### config.mk
export PLATFORM = sky130hd
export DESIGN_NAME = cdb_arbiter_flat
export DESIGN_NICKNAME = d
export VERILOG_FILES = /design/src/rtl/cdb_arbiter_if.sv /design/src/rtl/cdb_arbiter.sv /design/src/flat_wrapper.sv
export SDC_FILE = /design/constraint.sdc
export NUM_CORES = 1
export LEC_CHECK = 0
export CAP_MARGIN = 20
export CELL_PAD_IN_SITES_DETAIL_PLACEMENT = 0
export CELL_PAD_IN_SITES_GLOBAL_PLACEMENT = 1
export CORE_ASPECT_RATIO = 0.8
export CORE_MARGIN = 1
export CORE_UTILIZATION = 25
export CTS_CLUSTER_SIZE = 14
export DETAILED_ROUTE_END_ITERATION = 8
export PLACE_DENSITY = 0.87
export RECOVER_POWER = 25
export SLEW_MARGIN = 20
export SYNTH_ARGS = -nofsm -noshare
export SYNTH_HDL_FRONTEND = slang
export SYNTH_SLANG_ARGS = --single-unit
### constraint.sdc
create_clock -name clk -period 5.6 [get_ports clk]
set_input_delay 0.56 -clock clk [delete_from_list [all_inputs] [get_ports clk]]
set_output_delay 0.56 -clock clk [all_outputs]
set_load 0.02 [all_outputs]
### src/rtl/cdb_arbiter_if.sv
// Writeback requester / CDB broadcast bundle for cdb_arbiter.
// master = FU writeback and CDB consumer side, slave = the arbiter.
interface cdb_arbiter_if #(
  parameter int NUM_REQ = 4,
  parameter int NUM_CDB = 2,
  parameter int ROB_IDX = 5,
  parameter int PRF_IDX = 6,
  parameter int ARF_IDX = 5
);
  logic [NUM_REQ-1:0]          req_valid;
  logic [NUM_REQ-1:0]          req_ready;
  logic [NUM_REQ*ROB_IDX-1:0]  req_rob_id;
  logic [NUM_REQ*PRF_IDX-1:0]  req_pd;
  logic [NUM_REQ*ARF_IDX-1:0]  req_rd;
  logic [NUM_REQ*32-1:0]       req_rd_value;
  logic [NUM_REQ-1:0]          req_regf_we;

  logic [NUM_CDB-1:0]          cdb_valid;
  logic [NUM_CDB*ROB_IDX-1:0]  cdb_rob_id;
  logic [NUM_CDB*PRF_IDX-1:0]  cdb_pd;
  logic [NUM_CDB*ARF_IDX-1:0]  cdb_rd;
  logic [NUM_CDB*32-1:0]       cdb_rd_value;
  logic [NUM_CDB-1:0]          cdb_regf_we;

  modport master (
    output req_valid, req_rob_id, req_pd, req_rd, req_rd_value, req_regf_we,
    input  req_ready,
    input  cdb_valid, cdb_rob_id, cdb_pd, cdb_rd, cdb_rd_value, cdb_regf_we
  );

  modport slave (
    input  req_valid, req_rob_id, req_pd, req_rd, req_rd_value, req_regf_we,
    output req_ready,
    output cdb_valid, cdb_rob_id, cdb_pd, cdb_rd, cdb_rd_value, cdb_regf_we
  );
endinterface

### src/rtl/cdb_arbiter.sv
// Rotating-priority arbiter sharing NUM_CDB broadcast slots among NUM_REQ
// writeback requesters; grants are combinational, broadcasts registered.
module cdb_arbiter #(
  parameter int NUM_REQ = 4,
  parameter int NUM_CDB = 2,
  parameter int ROB_IDX = 5,
  parameter int PRF_IDX = 6,
  parameter int ARF_IDX = 5
) (
  input  logic         clk,
  input  logic         rst,
  input  logic         backend_flush,
  cdb_arbiter_if.slave bus
);
  localparam int PTR_W  = (NUM_REQ > 1) ? $clog2(NUM_REQ) : 1;
  localparam int SLOT_W = (NUM_CDB > 1) ? $clog2(NUM_CDB) : 1;

  logic [PTR_W-1:0]                rr_ptr_q, rr_ptr_d;
  logic [NUM_REQ-1:0]              grant;
  logic [NUM_CDB-1:0]              slot_vld;
  logic [NUM_CDB-1:0][PTR_W-1:0]   slot_src;
  logic [PTR_W-1:0]                last_win;

  logic [NUM_CDB-1:0]              cdb_valid_q, cdb_valid_d;
  logic [NUM_CDB*ROB_IDX-1:0]      cdb_rob_id_q, cdb_rob_id_d;
  logic [NUM_CDB*PRF_IDX-1:0]      cdb_pd_q, cdb_pd_d;
  logic [NUM_CDB*ARF_IDX-1:0]      cdb_rd_q, cdb_rd_d;
  logic [NUM_CDB*32-1:0]           cdb_rd_value_q, cdb_rd_value_d;
  logic [NUM_CDB-1:0]              cdb_regf_we_q, cdb_regf_we_d;

  // Scan from rr_ptr; the j-th valid requester found lands in slot j.
  always_comb begin : grant_scan
    int idx;
    int cnt;
    grant    = '0;
    slot_vld = '0;
    slot_src = '0;
    last_win = rr_ptr_q;
    idx      = 0;
    cnt      = 0;
    for (int o = 0; o < NUM_REQ; o++) begin
      idx = int'(rr_ptr_q) + o;
      if (idx >= NUM_REQ) idx = idx - NUM_REQ;
      if (bus.req_valid[idx] && cnt < NUM_CDB) begin
        grant[idx]                 = 1'b1;
        slot_vld[SLOT_W'(cnt)]     = 1'b1;
        slot_src[SLOT_W'(cnt)]     = PTR_W'(idx);
        last_win                   = PTR_W'(idx);
        cnt                        = cnt + 1;
      end
    end
  end

  // A flush suppresses grants, so nothing accepted during it is ever broadcast.
  assign bus.req_ready = (rst || backend_flush) ? '0 : grant;

  always_comb begin : bcast_next
    int s;
    s              = 0;
    cdb_valid_d    = slot_vld;
    cdb_rob_id_d   = cdb_rob_id_q;
    cdb_pd_d       = cdb_pd_q;
    cdb_rd_d       = cdb_rd_q;
    cdb_rd_value_d = cdb_rd_value_q;
    cdb_regf_we_d  = cdb_regf_we_q;
    if (backend_flush) begin
      cdb_valid_d = '0;
    end else begin
      for (int j = 0; j < NUM_CDB; j++) begin
        if (slot_vld[j]) begin
          s = int'(slot_src[j]);
          cdb_rob_id_d[j*ROB_IDX +: ROB_IDX]   = bus.req_rob_id[s*ROB_IDX +: ROB_IDX];
          cdb_pd_d[j*PRF_IDX +: PRF_IDX]       = bus.req_pd[s*PRF_IDX +: PRF_IDX];
          cdb_rd_d[j*ARF_IDX +: ARF_IDX]       = bus.req_rd[s*ARF_IDX +: ARF_IDX];
          cdb_rd_value_d[j*32 +: 32]           = bus.req_rd_value[s*32 +: 32];
          cdb_regf_we_d[j]                     = bus.req_regf_we[s];
        end
      end
    end
  end

  always_comb begin : ptr_next
    rr_ptr_d = rr_ptr_q;
    if (backend_flush) begin
      rr_ptr_d = '0;
    end else if (|grant) begin
      rr_ptr_d = (last_win == PTR_W'(NUM_REQ - 1)) ? '0 : last_win + PTR_W'(1);
    end
  end

  always_ff @(posedge clk) begin
    if (rst) begin
      rr_ptr_q       <= '0;
      cdb_valid_q    <= '0;
      cdb_rob_id_q   <= '0;
      cdb_pd_q       <= '0;
      cdb_rd_q       <= '0;
      cdb_rd_value_q <= '0;
      cdb_regf_we_q  <= '0;
    end else begin
      rr_ptr_q       <= rr_ptr_d;
      cdb_valid_q    <= cdb_valid_d;
      cdb_rob_id_q   <= cdb_rob_id_d;
      cdb_pd_q       <= cdb_pd_d;
      cdb_rd_q       <= cdb_rd_d;
      cdb_rd_value_q <= cdb_rd_value_d;
      cdb_regf_we_q  <= cdb_regf_we_d;
    end
  end

  assign bus.cdb_valid    = cdb_valid_q;
  assign bus.cdb_rob_id   = cdb_rob_id_q;
  assign bus.cdb_pd       = cdb_pd_q;
  assign bus.cdb_rd       = cdb_rd_q;
  assign bus.cdb_rd_value = cdb_rd_value_q;
  assign bus.cdb_regf_we  = cdb_regf_we_q;
endmodule

### src/flat_wrapper.sv
// flat-port wrapper written by rule: the top's interface ports become plain ports
module cdb_arbiter_flat 
#(
  parameter int NUM_REQ = 4,
  parameter int NUM_CDB = 2,
  parameter int ROB_IDX = 5,
  parameter int PRF_IDX = 6,
  parameter int ARF_IDX = 5
)
  (clk, rst, backend_flush, bus_req_valid, bus_req_rob_id, bus_req_pd, bus_req_rd, bus_req_rd_value, bus_req_regf_we, bus_req_ready, bus_cdb_valid, bus_cdb_rob_id, bus_cdb_pd, bus_cdb_rd, bus_cdb_rd_value, bus_cdb_regf_we);
  cdb_arbiter_if #(.NUM_REQ(NUM_REQ), .NUM_CDB(NUM_CDB), .ROB_IDX(ROB_IDX), .PRF_IDX(PRF_IDX), .ARF_IDX(ARF_IDX)) bus_i ();
  input  logic clk;
  input  logic rst;
  input  logic backend_flush;
  input wire logic [$bits(bus_i.req_valid)-1:0] bus_req_valid;
  input wire logic [$bits(bus_i.req_rob_id)-1:0] bus_req_rob_id;
  input wire logic [$bits(bus_i.req_pd)-1:0] bus_req_pd;
  input wire logic [$bits(bus_i.req_rd)-1:0] bus_req_rd;
  input wire logic [$bits(bus_i.req_rd_value)-1:0] bus_req_rd_value;
  input wire logic [$bits(bus_i.req_regf_we)-1:0] bus_req_regf_we;
  output wire logic [$bits(bus_i.req_ready)-1:0] bus_req_ready;
  output wire logic [$bits(bus_i.cdb_valid)-1:0] bus_cdb_valid;
  output wire logic [$bits(bus_i.cdb_rob_id)-1:0] bus_cdb_rob_id;
  output wire logic [$bits(bus_i.cdb_pd)-1:0] bus_cdb_pd;
  output wire logic [$bits(bus_i.cdb_rd)-1:0] bus_cdb_rd;
  output wire logic [$bits(bus_i.cdb_rd_value)-1:0] bus_cdb_rd_value;
  output wire logic [$bits(bus_i.cdb_regf_we)-1:0] bus_cdb_regf_we;
  assign bus_i.req_valid = bus_req_valid;
  assign bus_i.req_rob_id = bus_req_rob_id;
  assign bus_i.req_pd = bus_req_pd;
  assign bus_i.req_rd = bus_req_rd;
  assign bus_i.req_rd_value = bus_req_rd_value;
  assign bus_i.req_regf_we = bus_req_regf_we;
  assign bus_req_ready = bus_i.req_ready;
  assign bus_cdb_valid = bus_i.cdb_valid;
  assign bus_cdb_rob_id = bus_i.cdb_rob_id;
  assign bus_cdb_pd = bus_i.cdb_pd;
  assign bus_cdb_rd = bus_i.cdb_rd;
  assign bus_cdb_rd_value = bus_i.cdb_rd_value;
  assign bus_cdb_regf_we = bus_i.cdb_regf_we;
  cdb_arbiter #(.NUM_REQ(NUM_REQ), .NUM_CDB(NUM_CDB), .ROB_IDX(ROB_IDX), .PRF_IDX(PRF_IDX), .ARF_IDX(ARF_IDX)) u_core (.clk(clk), .rst(rst), .backend_flush(backend_flush), .bus(bus_i));
endmodule
==> results of run 1 <==
[worst register-to-register path, cell delays in order, from the launching register on]
cell and delay, ns:
dfxtp_1 0.33, inv_1 0.14, ha_1 0.53, mux2i_1 0.23
buf_4 0.16, mux2i_1 0.06, buf_4 0.17, ha_1 0.29
nor2b_1 0.30, a22o_1 0.47, nand2_1 0.40, o2111ai_4 0.48
nand2_4 0.52, buf_4 0.41, mux2i_1 0.20, o211ai_1 0.10
[layer usage]
| layer | track usage | vias up | share of wire |
|---|---|---|---|
| li1 | - | 2590 | - |
| met1 | 0.245 | 2495 | 0.43 |
| met2 | 0.300 | 273 | 0.46 |
| met3 | 0.0431 | 20 | 0.087 |
| met4 | 0.0473 | 0 | 0.019 |
| met5 | 0 | - | 0 |
[cell usage in the layout, fill, tap and decap left out, types with 23 or more instances in the layout]
cell type / instances
dfxtp_1: 52
dlygate4sd3_1: 26
a221oi_1: 37
nand2_1: 61
conb_1: 50
o21ai_1: 36
and3_1: 40
nand3_1: 23
a211oi_1: 30
clkdlybuf4s50_1: 230
[report_power, final]
group	total (mW)	leakage, nW	switching (mW)	internal [mW]
sequential	0.572	0.430	0.0644	0.508
clock	0.337	0.0719	0.166	0.171
combinational	3.84	2.35	2.33	1.50
[cell families (layout without fill, tap and decap cells)]
family | count (synthesis) | in the layout | synth area share
adder cells (fa/ha/maj) | 10 | 10 | 0.0260
buffers and inverters | 110 | 285 | 0.147
AO/OA/AOI/OAI | 223 | 223 | 0.367
multiplexers | 25 | 25 | 0.0589
XOR/XNOR | 2 | 2 | 0.00371
other | 1 | 50 | 0.000795
flip-flops | 52 | 52 | 0.221
AND/OR/NAND/NOR | 163 | 163 | 0.176
[final cells by class]
class,instances,share of cell area
clock buffers,5,0.0169
clock inverters,3,0.00372
inverters,8,0.00406
multi-input cells,473,0.433
flip-flops and latches,52,0.141
well taps,253,0.0428
repair buffers,269,0.359
[per-stage QoR]
step	area (sq um)	utilization	setup slack (ns)	std cells
2_1_floorplan	4900	-	1.37	635
3_3_place_gp	7250	0.396	0.637	1055
3_5_place_dp	7250	0.396	0.616	1055
4_1_cts	7400	0.404	0.753	1063
5_1_grt	7400	0.404	0.384	1063
6_report	7400	0.404	0.679	1063
[cells in the mapped netlist (3+ instances only)]
cell type,n,area share
nand2_1,61,0.049
buf_4,59,0.094
dfxtp_1,52,0.22
and3_1,40,0.053
a221oi_1,37,0.069
o21ai_1,36,0.038
a211oi_1,30,0.048
clkbuf_1,25,0.020
nand3_1,23,0.024
mux2i_1,18,0.038
o21ai_0,17,0.018
a21oi_1,15,0.016
nor2_1,12,0.0095
o211ai_1,12,0.019
a21bo_2,11,0.023
buf_2,11,0.012
a211oi_2,10,0.027
a22oi_1,10,0.016
ha_1,9,0.024
a32oi_1,8,0.015
inv_1,8,0.0064
buf_6,6,0.014
a21boi_0,4,0.0064
a21o_1,4,0.0064
a222oi_1,4,0.0085
mux2_2,4,0.0095
nor2b_1,4,0.0053
a2111o_1,3,0.0072
a2111oi_0,3,0.0056
nand3b_1,3,0.0048
o31ai_1,3,0.0048
[registers in the layout (all words and copies together) (netlist names)]
signal / cells
u_core.bus.cdb_pd: 6
u_core.bus.cdb_rd: 5
u_core.bus.cdb_rd_value: 32
u_core.bus.cdb_regf_we: 1
u_core.bus.cdb_rob_id: 5
u_core.bus.cdb_valid: 1
u_core.rr_ptr_q: 2
[how the worst max path moves through the flow]
stage	from	to	slack, ns
4_1_cts	u_core.rr_ptr_q[0]$_SDFFE_PN0P_	u_core.bus.cdb_rd_value[28]$_SDFFE_PP0P_	0.75
6_report	u_core.rr_ptr_q[0]$_SDFFE_PN0P_	u_core.bus.cdb_rd_value[28]$_SDFFE_PP0P_	0.68
5_1_grt	u_core.rr_ptr_q[0]$_SDFFE_PN0P_	u_core.bus.cdb_rd_value[7]$_SDFFE_PP0P_	0.38
3_5_place_dp	bus_req_valid[0]	u_core.bus.cdb_rd_value[7]$_SDFFE_PP0P_	0.62
2_1_floorplan	u_core.rr_ptr_q[0]$_SDFFE_PN0P_	u_core.bus.cdb_pd[5]$_SDFFE_PP0P_	1.37
3_3_place_gp	bus_req_valid[2]	u_core.bus.cdb_rd_value[7]$_SDFFE_PP0P_	0.64
==> impl_metrics.toml, run 1 <==
[timing]
worst_hold_slack_ns = 0.449
max_freq_mhz = 203
post-route-period-util = 0.879
finalHoldViolCount = 0
max_slew_margin = 0.297
setup_violations = 0
tns_ns = 0
rsz0062_at_grt = "no"
slew_violations = 0
clock_skew_ns = 0.0137
fin_crit_ns = 4.92
tightest_slew_ns = 1.05

[cells_and_area]
seq_area_sq_um = 1040
areaGrowthSynthToFinish_pct = 56.9
multi_input_area_sq_um = 3200
antennaDiodeCount = 0
drive_above_1_share = 0.0741
n_fill_cell = 1852
nets = 1021

[detailed_routing]
antenna_left = 0
wl_per_cell_microns = 17.5
drtPass1Iterations = 6
via_per_inst = 5.06
drc = 0
drt_wl_total_microns = 18600
vias = 5378
drt_iter0_drc = 350

[placed_design]
hpwl_microns = 13800
place.gp.congestion = 0.889
port_buffers = 256

[worst_hold_path]
holdPathEnd = "u_core.bus.cdb_rob_id[0]$_SDFFE_PP0P_"
min_from = "u_core.bus.cdb_rob_id[0]$_SDFFE_PP0P_"
hp-class = "reg2reg"
min_path_cells = 2

[cts]
cts_resized = 0
postCtsHoldBufs = 0
cts_tree = "done"
cts.sinks = 52
clock-root-buffer = "clkbuf_16"
post_cts_buffers = 0
htree_levels = 2
cts_made_buffers = 5
clkSlewWorstSetupHoldPaths_ns = 0.08
cts.path.max_buffers = 2
clk_latency_ns = 0.30

[floorplan]
initial_core_util = 0.257
core_area_sq_um = 18300
dieWidth_microns = 156
die_area_sq_um = 19400
fp.dieH_microns = 125
io-pin-count = 307
rows = 44

[grt]
grt_first_pass_wirelength_microns = 28400
grt.overflow.total = 0
track_usage = 0.185
grt_antenna_before_repair = 0
grt_max_degree = 46
grt_pass1_vias = 5101

[critical_path]
critical-path-top-delay-family = "simple AND/OR/NAND/NOR gates"
crit_slowest_cell = "ha_1"
required_ns = 5.75
r2r-start = "u_core.rr_ptr_q[0]$_SDFFE_PN0P_"
crit_path_cell_trace = "inv_1 > ha_1 > mux2i_1 > buf_4 > mux2i_1 > buf_4 > ha_1 > nor2b_1 > a22o_1 > nand2_1 > o2111ai_4 > nand2_4 > buf_4 > mux2i_1 > o211ai_1"
arrival_ns = 5.07
critPathMaxStageDelay_ns = 0.52
cp-end-kind = "flip-flop"
r2r_cells = 15
crit_fanout = 39
regToRegSetupSlack_ns = 0.68
crit_cells = 15
path_class = "reg2reg"
start_kind = "flip-flop"
rr_endpoint = "u_core.bus.cdb_rd_value[28]$_SDFFE_PP0P_"
crit_buf_inv = 4

[power_and_ir_drop]
peakVddDrop_uv = 371
power.density_nw_per_um2 = 641
leakage_nw = 2.85
total_power_mw = 4.75

[synthesis]
netlist_instances = 586
ys_seq_elements = 52
async_flop_share = 0
ys_types = 67
ys.flop_type = "dfxtp_1"
avgSynthCellArea_sq_um = 8.05
ys_seq_area_frac = 0.221
synth_edf_count = 0
syn_area_sq_um = 4720
yosysWarnings = 0

[flow_run]
maxCapViolations = 0

[status]
run_status = "completed"
Note: power is estimated with default switching activity, not from simulation.
==> run 2: changes to the inputs <==
--- a/config.mk
+++ b/config.mk
@@ -11,10 +11,12 @@
 export CORE_ASPECT_RATIO = 0.8
 export CORE_MARGIN = 1
 export CORE_UTILIZATION = 25
+export CTS_BUF_LIST = sky130_fd_sc_hd__clkbuf_16
 export CTS_CLUSTER_SIZE = 14
 export DETAILED_ROUTE_END_ITERATION = 8
 export PLACE_DENSITY = 0.87
 export RECOVER_POWER = 25
+export SETUP_SLACK_MARGIN = 0.2
 export SLEW_MARGIN = 20
 export SYNTH_ARGS = -nofsm -noshare
 export SYNTH_HDL_FRONTEND = slang
==> results of run 2 <==
Same layout as run 1: the final DEF is identical, and so are final timing and power.
